[config.mk]
export PLATFORM = sky130hd
export DESIGN_NAME = fetch_stage_flat
export DESIGN_NICKNAME = d
export VERILOG_FILES = /design/src/rtl/fetch_stage_if.sv /design/src/rtl/fetch_stage.sv /design/src/flat_wrapper.sv
export SDC_FILE = /design/constraint.sdc
export NUM_CORES = 1
export LEC_CHECK = 0
export BUFFER_PORTS_ARGS = -buffer_cell sky130_fd_sc_hd__buf_2
export CORE_UTILIZATION = 49
export DETAILED_ROUTE_END_ITERATION = 16
export MAX_ROUTING_LAYER = met4
export PLACE_DENSITY = 0.89
export SLEW_MARGIN = 40
export SYNTH_ARGS = -nofsm -noshare
export SYNTH_HDL_FRONTEND = slang
export SYNTH_SLANG_ARGS = --single-unit
[constraint.sdc]
create_clock -name clk -period 7.6 [get_ports clk]
set_input_delay 1.52 -clock clk [delete_from_list [all_inputs] [get_ports clk]]
set_output_delay 1.52 -clock clk [all_outputs]
set_load 0.01 [all_outputs]
[src/rtl/fetch_stage_if.sv]
// Bundle between the fetch stage and its neighbours: hazard controls, branch
// redirect, instruction-memory port and the IF/ID register outputs.
interface fetch_stage_if #(
    parameter int DATA_W = 22,
    parameter int CNT_W  = 16
);
    logic              stall_f;
    logic              stall_d;
    logic              flush_d;
    logic              branch_taken_e;
    logic [DATA_W-1:0] branch_target_e;
    logic [DATA_W-1:0] imem_addr;
    logic [DATA_W-1:0] imem_rd;
    logic [DATA_W-1:0] pc_f;
    logic [DATA_W-1:0] instr_d;
    logic [DATA_W-1:0] pc_plus4_d;
    logic              valid_d;
    logic              fetch_fault;
    logic [CNT_W-1:0]  fetch_count;

    modport master (
        input  stall_f, stall_d, flush_d, branch_taken_e, branch_target_e, imem_rd,
        output imem_addr, pc_f, instr_d, pc_plus4_d, valid_d, fetch_fault, fetch_count
    );

    modport slave (
        output stall_f, stall_d, flush_d, branch_taken_e, branch_target_e, imem_rd,
        input  imem_addr, pc_f, instr_d, pc_plus4_d, valid_d, fetch_fault, fetch_count
    );
endinterface

[src/rtl/fetch_stage.sv]
// Instruction-fetch stage: owns the PC, reads the combinational instruction
// memory and fills the IF/ID register, handling stalls, flushes and redirects.
module fetch_stage #(
    parameter int                DATA_W    = 22,
    parameter int                MEM_WORDS = 101,
    parameter logic [DATA_W-1:0] NOP_INSTR = '0,
    parameter int                CNT_W     = 16
) (
    input  logic          clk,
    input  logic          rst,
    fetch_stage_if.master bus
);
    // One spare bit so a memory of exactly 2^(DATA_W-2) words is representable.
    localparam logic [DATA_W-2:0] MEM_LIMIT = (DATA_W-1)'(MEM_WORDS);
    localparam logic [DATA_W-1:0] ALIGN_MASK = ~DATA_W'(3);

    logic [DATA_W-1:0] pc_q, pc_d;
    logic [DATA_W-1:0] instr_q, instr_d;
    logic [DATA_W-1:0] pc4_q, pc4_d;
    logic              valid_q, valid_d;
    logic              fault_q, fault_d;
    logic [CNT_W-1:0]  cnt_q, cnt_d;

    logic [DATA_W-1:0] pc_plus4;
    logic [DATA_W-1:0] target_aligned;
    logic              in_range;
    logic              target_in_range;
    logic              capture;

    assign pc_plus4        = pc_q + DATA_W'(4);
    assign target_aligned  = bus.branch_target_e & ALIGN_MASK;
    assign in_range        = {1'b0, pc_q[DATA_W-1:2]} < MEM_LIMIT;
    assign target_in_range = {1'b0, target_aligned[DATA_W-1:2]} < MEM_LIMIT;

    // A redirect wins over everything, including stall_f.
    always_comb begin
        pc_d = pc_q;
        if (bus.branch_taken_e) begin
            pc_d = target_aligned;
        end else if (!bus.stall_f && in_range) begin
            pc_d = pc_plus4;
        end
    end

    always_comb begin
        instr_d = instr_q;
        pc4_d   = pc4_q;
        valid_d = valid_q;
        capture = 1'b0;
        if (bus.branch_taken_e || bus.flush_d) begin
            instr_d = NOP_INSTR;
            pc4_d   = '0;
            valid_d = 1'b0;
        end else if (bus.stall_d) begin
            instr_d = instr_q;
        end else if (!in_range) begin
            instr_d = NOP_INSTR;
            pc4_d   = '0;
            valid_d = 1'b0;
        end else begin
            instr_d = bus.imem_rd;
            pc4_d   = pc_plus4;
            valid_d = 1'b1;
            capture = 1'b1;
        end
    end

    always_comb begin
        fault_d = fault_q;
        if (bus.branch_taken_e) begin
            if (target_in_range) begin
                fault_d = 1'b0;
            end
        end else if (!in_range) begin
            fault_d = 1'b1;
        end
    end

    assign cnt_d = (capture && (cnt_q != '1)) ? cnt_q + CNT_W'(1) : cnt_q;

    always_ff @(posedge clk or posedge rst) begin
        if (rst) begin
            pc_q    <= '0;
            instr_q <= NOP_INSTR;
            pc4_q   <= '0;
            valid_q <= 1'b0;
            fault_q <= 1'b0;
            cnt_q   <= '0;
        end else begin
            pc_q    <= pc_d;
            instr_q <= instr_d;
            pc4_q   <= pc4_d;
            valid_q <= valid_d;
            fault_q <= fault_d;
            cnt_q   <= cnt_d;
        end
    end

    assign bus.imem_addr   = pc_q;
    assign bus.pc_f        = pc_q;
    assign bus.instr_d     = instr_q;
    assign bus.pc_plus4_d  = pc4_q;
    assign bus.valid_d     = valid_q;
    assign bus.fetch_fault = fault_q;
    assign bus.fetch_count = cnt_q;
endmodule

[src/flat_wrapper.sv]
// flat-port wrapper written by rule: the top's interface ports become plain ports
module fetch_stage_flat 
#(
    parameter int                DATA_W    = 22,
    parameter int                MEM_WORDS = 101,
    parameter logic [DATA_W-1:0] NOP_INSTR = '0,
    parameter int                CNT_W     = 16
)
  (clk, rst, bus_stall_f, bus_stall_d, bus_flush_d, bus_branch_taken_e, bus_branch_target_e, bus_imem_rd, bus_imem_addr, bus_pc_f, bus_instr_d, bus_pc_plus4_d, bus_valid_d, bus_fetch_fault, bus_fetch_count);
  fetch_stage_if #(.DATA_W(DATA_W), .CNT_W(CNT_W)) bus_i ();
  input  logic clk;
  input  logic rst;
  input wire logic [$bits(bus_i.stall_f)-1:0] bus_stall_f;
  input wire logic [$bits(bus_i.stall_d)-1:0] bus_stall_d;
  input wire logic [$bits(bus_i.flush_d)-1:0] bus_flush_d;
  input wire logic [$bits(bus_i.branch_taken_e)-1:0] bus_branch_taken_e;
  input wire logic [$bits(bus_i.branch_target_e)-1:0] bus_branch_target_e;
  input wire logic [$bits(bus_i.imem_rd)-1:0] bus_imem_rd;
  output wire logic [$bits(bus_i.imem_addr)-1:0] bus_imem_addr;
  output wire logic [$bits(bus_i.pc_f)-1:0] bus_pc_f;
  output wire logic [$bits(bus_i.instr_d)-1:0] bus_instr_d;
  output wire logic [$bits(bus_i.pc_plus4_d)-1:0] bus_pc_plus4_d;
  output wire logic [$bits(bus_i.valid_d)-1:0] bus_valid_d;
  output wire logic [$bits(bus_i.fetch_fault)-1:0] bus_fetch_fault;
  output wire logic [$bits(bus_i.fetch_count)-1:0] bus_fetch_count;
  assign bus_i.stall_f = bus_stall_f;
  assign bus_i.stall_d = bus_stall_d;
  assign bus_i.flush_d = bus_flush_d;
  assign bus_i.branch_taken_e = bus_branch_taken_e;
  assign bus_i.branch_target_e = bus_branch_target_e;
  assign bus_i.imem_rd = bus_imem_rd;
  assign bus_imem_addr = bus_i.imem_addr;
  assign bus_pc_f = bus_i.pc_f;
  assign bus_instr_d = bus_i.instr_d;
  assign bus_pc_plus4_d = bus_i.pc_plus4_d;
  assign bus_valid_d = bus_i.valid_d;
  assign bus_fetch_fault = bus_i.fetch_fault;
  assign bus_fetch_count = bus_i.fetch_count;
  fetch_stage #(.DATA_W(DATA_W), .MEM_WORDS(MEM_WORDS), .NOP_INSTR(NOP_INSTR), .CNT_W(CNT_W)) u_core (.clk(clk), .rst(rst), .bus(bus_i));
endmodule
# Yosys cells after proc, flatten, opt, wreduce, memory -nomap -nowiden
# Index checks and enable logic that the tools add are counted.
# word_totals
elab_cells	36
out_inout_bits	106
reg_bits	84
# classes
add_sub_neg	2
n_eq_ne	4
reduce_logical	6
order_cmp	2
n_mux	16
# op_table
op	count
22-bit 2-to-1 mux	8
20-bit by 7-bit less-than comparator with 1-bit output, second input constant	2
22-bit by 3-bit adder with 22-bit output, second input constant	1
16-bit by 1-bit adder with 16-bit output, second input constant	1
16-bit inequality test, second input constant	1
1-bit 2-to-1 mux	8
2-bit by 1-bit inequality test with 1-bit output, second input constant	2
1-bit logical AND	2
2-bit inequality test, second input constant	1
2-bit AND reduction	1
2-bit nonzero test	1
1-bit logical NOT	1
1-bit logical OR	1

# Logic depth before layout (Yosys ltp)
# logic_depth
depth_word	5
ltp_mapped	8
depth_no_buf	7

# Worst setup path before layout
# No wires, ideal clock.
# synth_path
path_kind	input-to-reg
from	input bus_branch_taken_e
to	register u_core.pc4_q[4], in the netlist u_core.bus.pc_plus4_d[4]
slack_ps	4759
path_stages	4
required_time_ps	7535
path_buffers	2
arrival_ps	2775
path_cell_list	clkbuf_1 > nor3b_1 > clkbuf_1 > a22o_1
# synth_via
elab_chain_len	2
elab_cells_between_ends	3
classes_between	eq/ne (1); mux (1); reduce/logical (1)
# synth_rtl
element	line	source
start: declaration	flat_wrapper.sv:16	input wire logic [$bits(bus_i.branch_taken_e)-1:0] bus_branch_taken_e;
1-bit logical OR *	fetch_stage.sv:50	if (bus.branch_taken_e || bus.flush_d) begin
2-bit by 1-bit inequality test with 1-bit output (no line) / 22-bit 2-to-1 mux (equally long branches)	--	
end signal: assignment	fetch_stage.sv:92	pc4_q <= pc4_d;
end: declaration	fetch_stage.sv:19	logic [DATA_W-1:0] pc4_q, pc4_d;
# Mark *: on every way between the ends. The rest lies on a longest branch, timed or not.
# A chain may end at the register's enable or synchronous reset.

# Final worst setup path
# layout_path
from	input bus_branch_taken_e
to	register u_core.cnt_q[1], in the netlist u_core.bus.fetch_count[1]
# layout_via
elab_chain_len	3
# layout_rtl
element	line	source
1-bit logical OR	fetch_stage.sv:50	
1-bit 2-to-1 mux	fetch_stage.sv:50	
1-bit logical AND	fetch_stage.sv:79	assign cnt_d = (capture && (cnt_q != '1)) ? cnt_q + CNT_W'(1) : cnt_q;
end signal: assignment	fetch_stage.sv:95	cnt_q <= cnt_d;
end: declaration	fetch_stage.sv:22	logic [CNT_W-1:0] cnt_q, cnt_d;
# No other way between the ends.

==> impl_results.md <==
- Largest net degree at the start of global routing: 82
- Worst hold endpoint: u_core.bus.valid_d
- Clock Path Buffers: 2
- Met2 Use GR: 35.6%
- Hold Path Class: register to register
- Peak supply drop: 0.111 mV
- Unrepaired setup endpoints after global routing: no
- Antenna diodes: 0
- Syn avg cell area: 12.1 um2
- Overall Global Routing Usage: 21.7%
- Die Area: 0.00759 mm2
- Clk sink count: 81
- Placed Cells: 508
- Reg2Reg Capture Point: u_core.bus.fetch_count[1]
- Final setup fails: 0
- GRT busiest layer: met2
- Post-CTS sizing: 0
- Top-Level Pins: 156
- Sequential power share: 53.2%
- Post-Syn Area: 0.00355 mm2
- Fin crit share: 41.2%
- Fin nets: 476
- # rows: 30
- GRT overflow: 0
- CTS H-tree lvls: 3
- Crit-path max FO: 46
- Vias in the first global route: 2567
- Clock root buffer master: clkbuf_8
- Top cells by count, synth: dfrtp_1 (81), a22o_1 (29), buf_4 (26), xnor2_1 (21), mux2_2 (15)
- Worst hold path stage count: 1
- Rel. slew slack: 52.1%
- Area Overhead vs Synth: 24.6%
- Outcome: finished clean
- Cell with the most instances after synthesis: dfrtp_1
- Clock power share: 36.8%
- Post-DP HPWL: 5540 um
- Cell taking the most area after synthesis: dfrtp_1
- Post-synth EDFFs: 0
- Worst EP arrival: 3.35 ns
- Register-to-Register Path Depth: 8
- CP Launch Type: input port
- Final Max Slew Viols: 0
- Psw: 0.214 mW
- Ranking of synthesized cells by area: dfrtp_1 (57%), a22o_1 (7.2%), buf_4 (5.5%), xnor2_1 (5.2%), mux2_2 (4.8%)
- Distinct cell type count after synthesis: 38
- Synth top area share: 57.1%
- Hold_sp: u_core.bus.valid_d
- DRC violation total after the first TritonRoute iteration: 96
- Fmax: 319 MHz
- Cell internal pwr: 0.642 mW
- Power density over the cells: 194 mW/mm2
- Post-CTS Setup Repair Bufs: 0
- Main synth FF type: dfrtp_1
- Antenna violations before repair: 0
- Routed wire length: 7730 um
- Initial Util: 51.4%
- Worst-Skew Late Latency: 0.34 ns
- Routability-driven placement congestion ratio: 0.793
- First-pass GRT wire length: 12200 um
- Req. time, crit path: 7.82 ns
- Combinational share of power: 9.9%
- Gate Count Post-Synth: 294
- Leakage: 2.33 nW
- Hold Violations, Final: 0
- Post-synthesis sequential area ratio: 57.1%
- Drt via density: 5.13
- Setup Skew: 0.0123 ns
- Vias: 2687
- Setup crit end kind: register
- Met1 GRT Util: 27.1%
- Total power draw: 0.856 mW
- Crit Path Class: input port to register
- Worst R2R Start: u_core.bus.imem_addr[2]
- Ys async rst share: 100%
- Net Sw Frac: 25.0%
- Final Util: 64.1%
- Min cycle time layout: 3.13 ns
- Chip width: 87.1 um
- Drt wl/cell: 14.8 um
- Drt first pass iters: 4
- Fin cells: 524
- CTS tree: done
- Max-cap viol count: 0
- Hold slack: 0.484 ns
- Routed Antenna Nets: 0
- Ys Warns: 0
- Share of cells above drive strength 1: 44.6%
- Die Span Y: 87.1 um
- Port Buffers: 149
- Met3 Use GR: 4.74%
- Flop-to-flop setup slack: 5.15 ns
- Core Area: 0.00691 mm2
- Post-route DRC: 0
- Register bit total from synthesis: 81
- Slew @ Worst Pin: 0.719 ns
- CTS Hold Bufs: 0
- Setup TNS: 0 ns
- Worst-path clk slew: 0.08 ns
- Num CTS Buffers: 9
-- sequential cells by signal, summed over array words and instances, names as in the netlist --
register	flops
u_core.bus.pc_plus4_d	21
u_core.bus.imem_addr	20
u_core.bus.instr_d	22
u_core.bus.valid_d	1
u_core.bus.fetch_count	16
u_core.bus.fetch_fault	1
-- how the worst max path moves through the flow --
stage                       start                   endpoint  cells past startpoint
2_1_floorplan                 rst  u_core.bus.fetch_count[0]                      1
3_3_place_gp   bus_branch_taken_e  u_core.bus.fetch_count[1]                      6
3_5_place_dp   bus_branch_taken_e  u_core.bus.fetch_count[1]                      6
4_1_cts        bus_branch_taken_e  u_core.bus.fetch_count[1]                      6
5_1_grt        bus_branch_taken_e  u_core.bus.fetch_count[1]                      6
6_report       bus_branch_taken_e  u_core.bus.fetch_count[1]                      6
-- through the flow --
stage	setup slack [ns]	area (um2)
floorplan	4.00	3560
global placement	4.14	4220
detailed placement	4.10	4220
CTS	4.47	4420
global route	4.34	4420
finish	4.47	4420
-- per-layer routing --
layer / up-vias / share of wire (%)
met5: - / 0
met4: 0 / 0.93
met3: 8 / 6.3
met2: 102 / 49
met1: 1303 / 44
li1: 1274 / -
-- final cells by class --
class | instances | area [um2]
well taps | 96 | 120
clock buffers | 11 | 141
flip-flops and latches | 81 | 2030
multi-input cells | 175 | 1280
repair buffers | 152 | 772
fillers | 580 | 2480
clock inverters | 5 | 63.8
inverters | 4 | 16.3
-- critical path, cell delays in order --
cell     delay, ns
buf_2         0.26
or3_1         0.47
nor3_4        0.12
buf_4         0.43
nand2_1       0.19
mux2_1        0.34
-- cell families (layout without fill, tap and decap cells) --
group / after synthesis / after routing / share of synthesized area (%)
AO/OA/AOI/OAI: 46 / 46 / 10.0
XOR/XNOR: 22 / 22 / 5.43
adder cells (fa/ha/maj): 3 / 3 / 1.06
buffers and inverters: 41 / 172 / 7.19
flip-flops: 81 / 81 / 57.1
multiplexers: 17 / 17 / 5.39
other: 1 / 4 / 0.106
AND/OR/NAND/NOR: 83 / 83 / 13.7
-- power by group through the flow --
stage | sequential [mW] | clock (mW) | combinational [mW]
CTS | 0.456 | 0.325 | 0.0868
finish | 0.456 | 0.315 | 0.0851
global placement | 0.463 | 0 | 0.0843
floorplan | 0.467 | 0 | 0.0552
global route | 0.458 | 0.346 | 0.0944
detailed placement | 0.464 | 0 | 0.0866
-- cell usage in the layout, fill, tap and decap left out, drive strengths merged, types with 5 or more instances in the layout --
master    n
nand2    13
and3      5
buf     152
clkbuf   11
nand3    10
dfrtp    81
nand4     9
nor3      5
nor2      8
mux2     17
o21ai     9
xnor2    21
nor4      8
and2     14
a22o     29
Power figures use the tool's default switching activity.
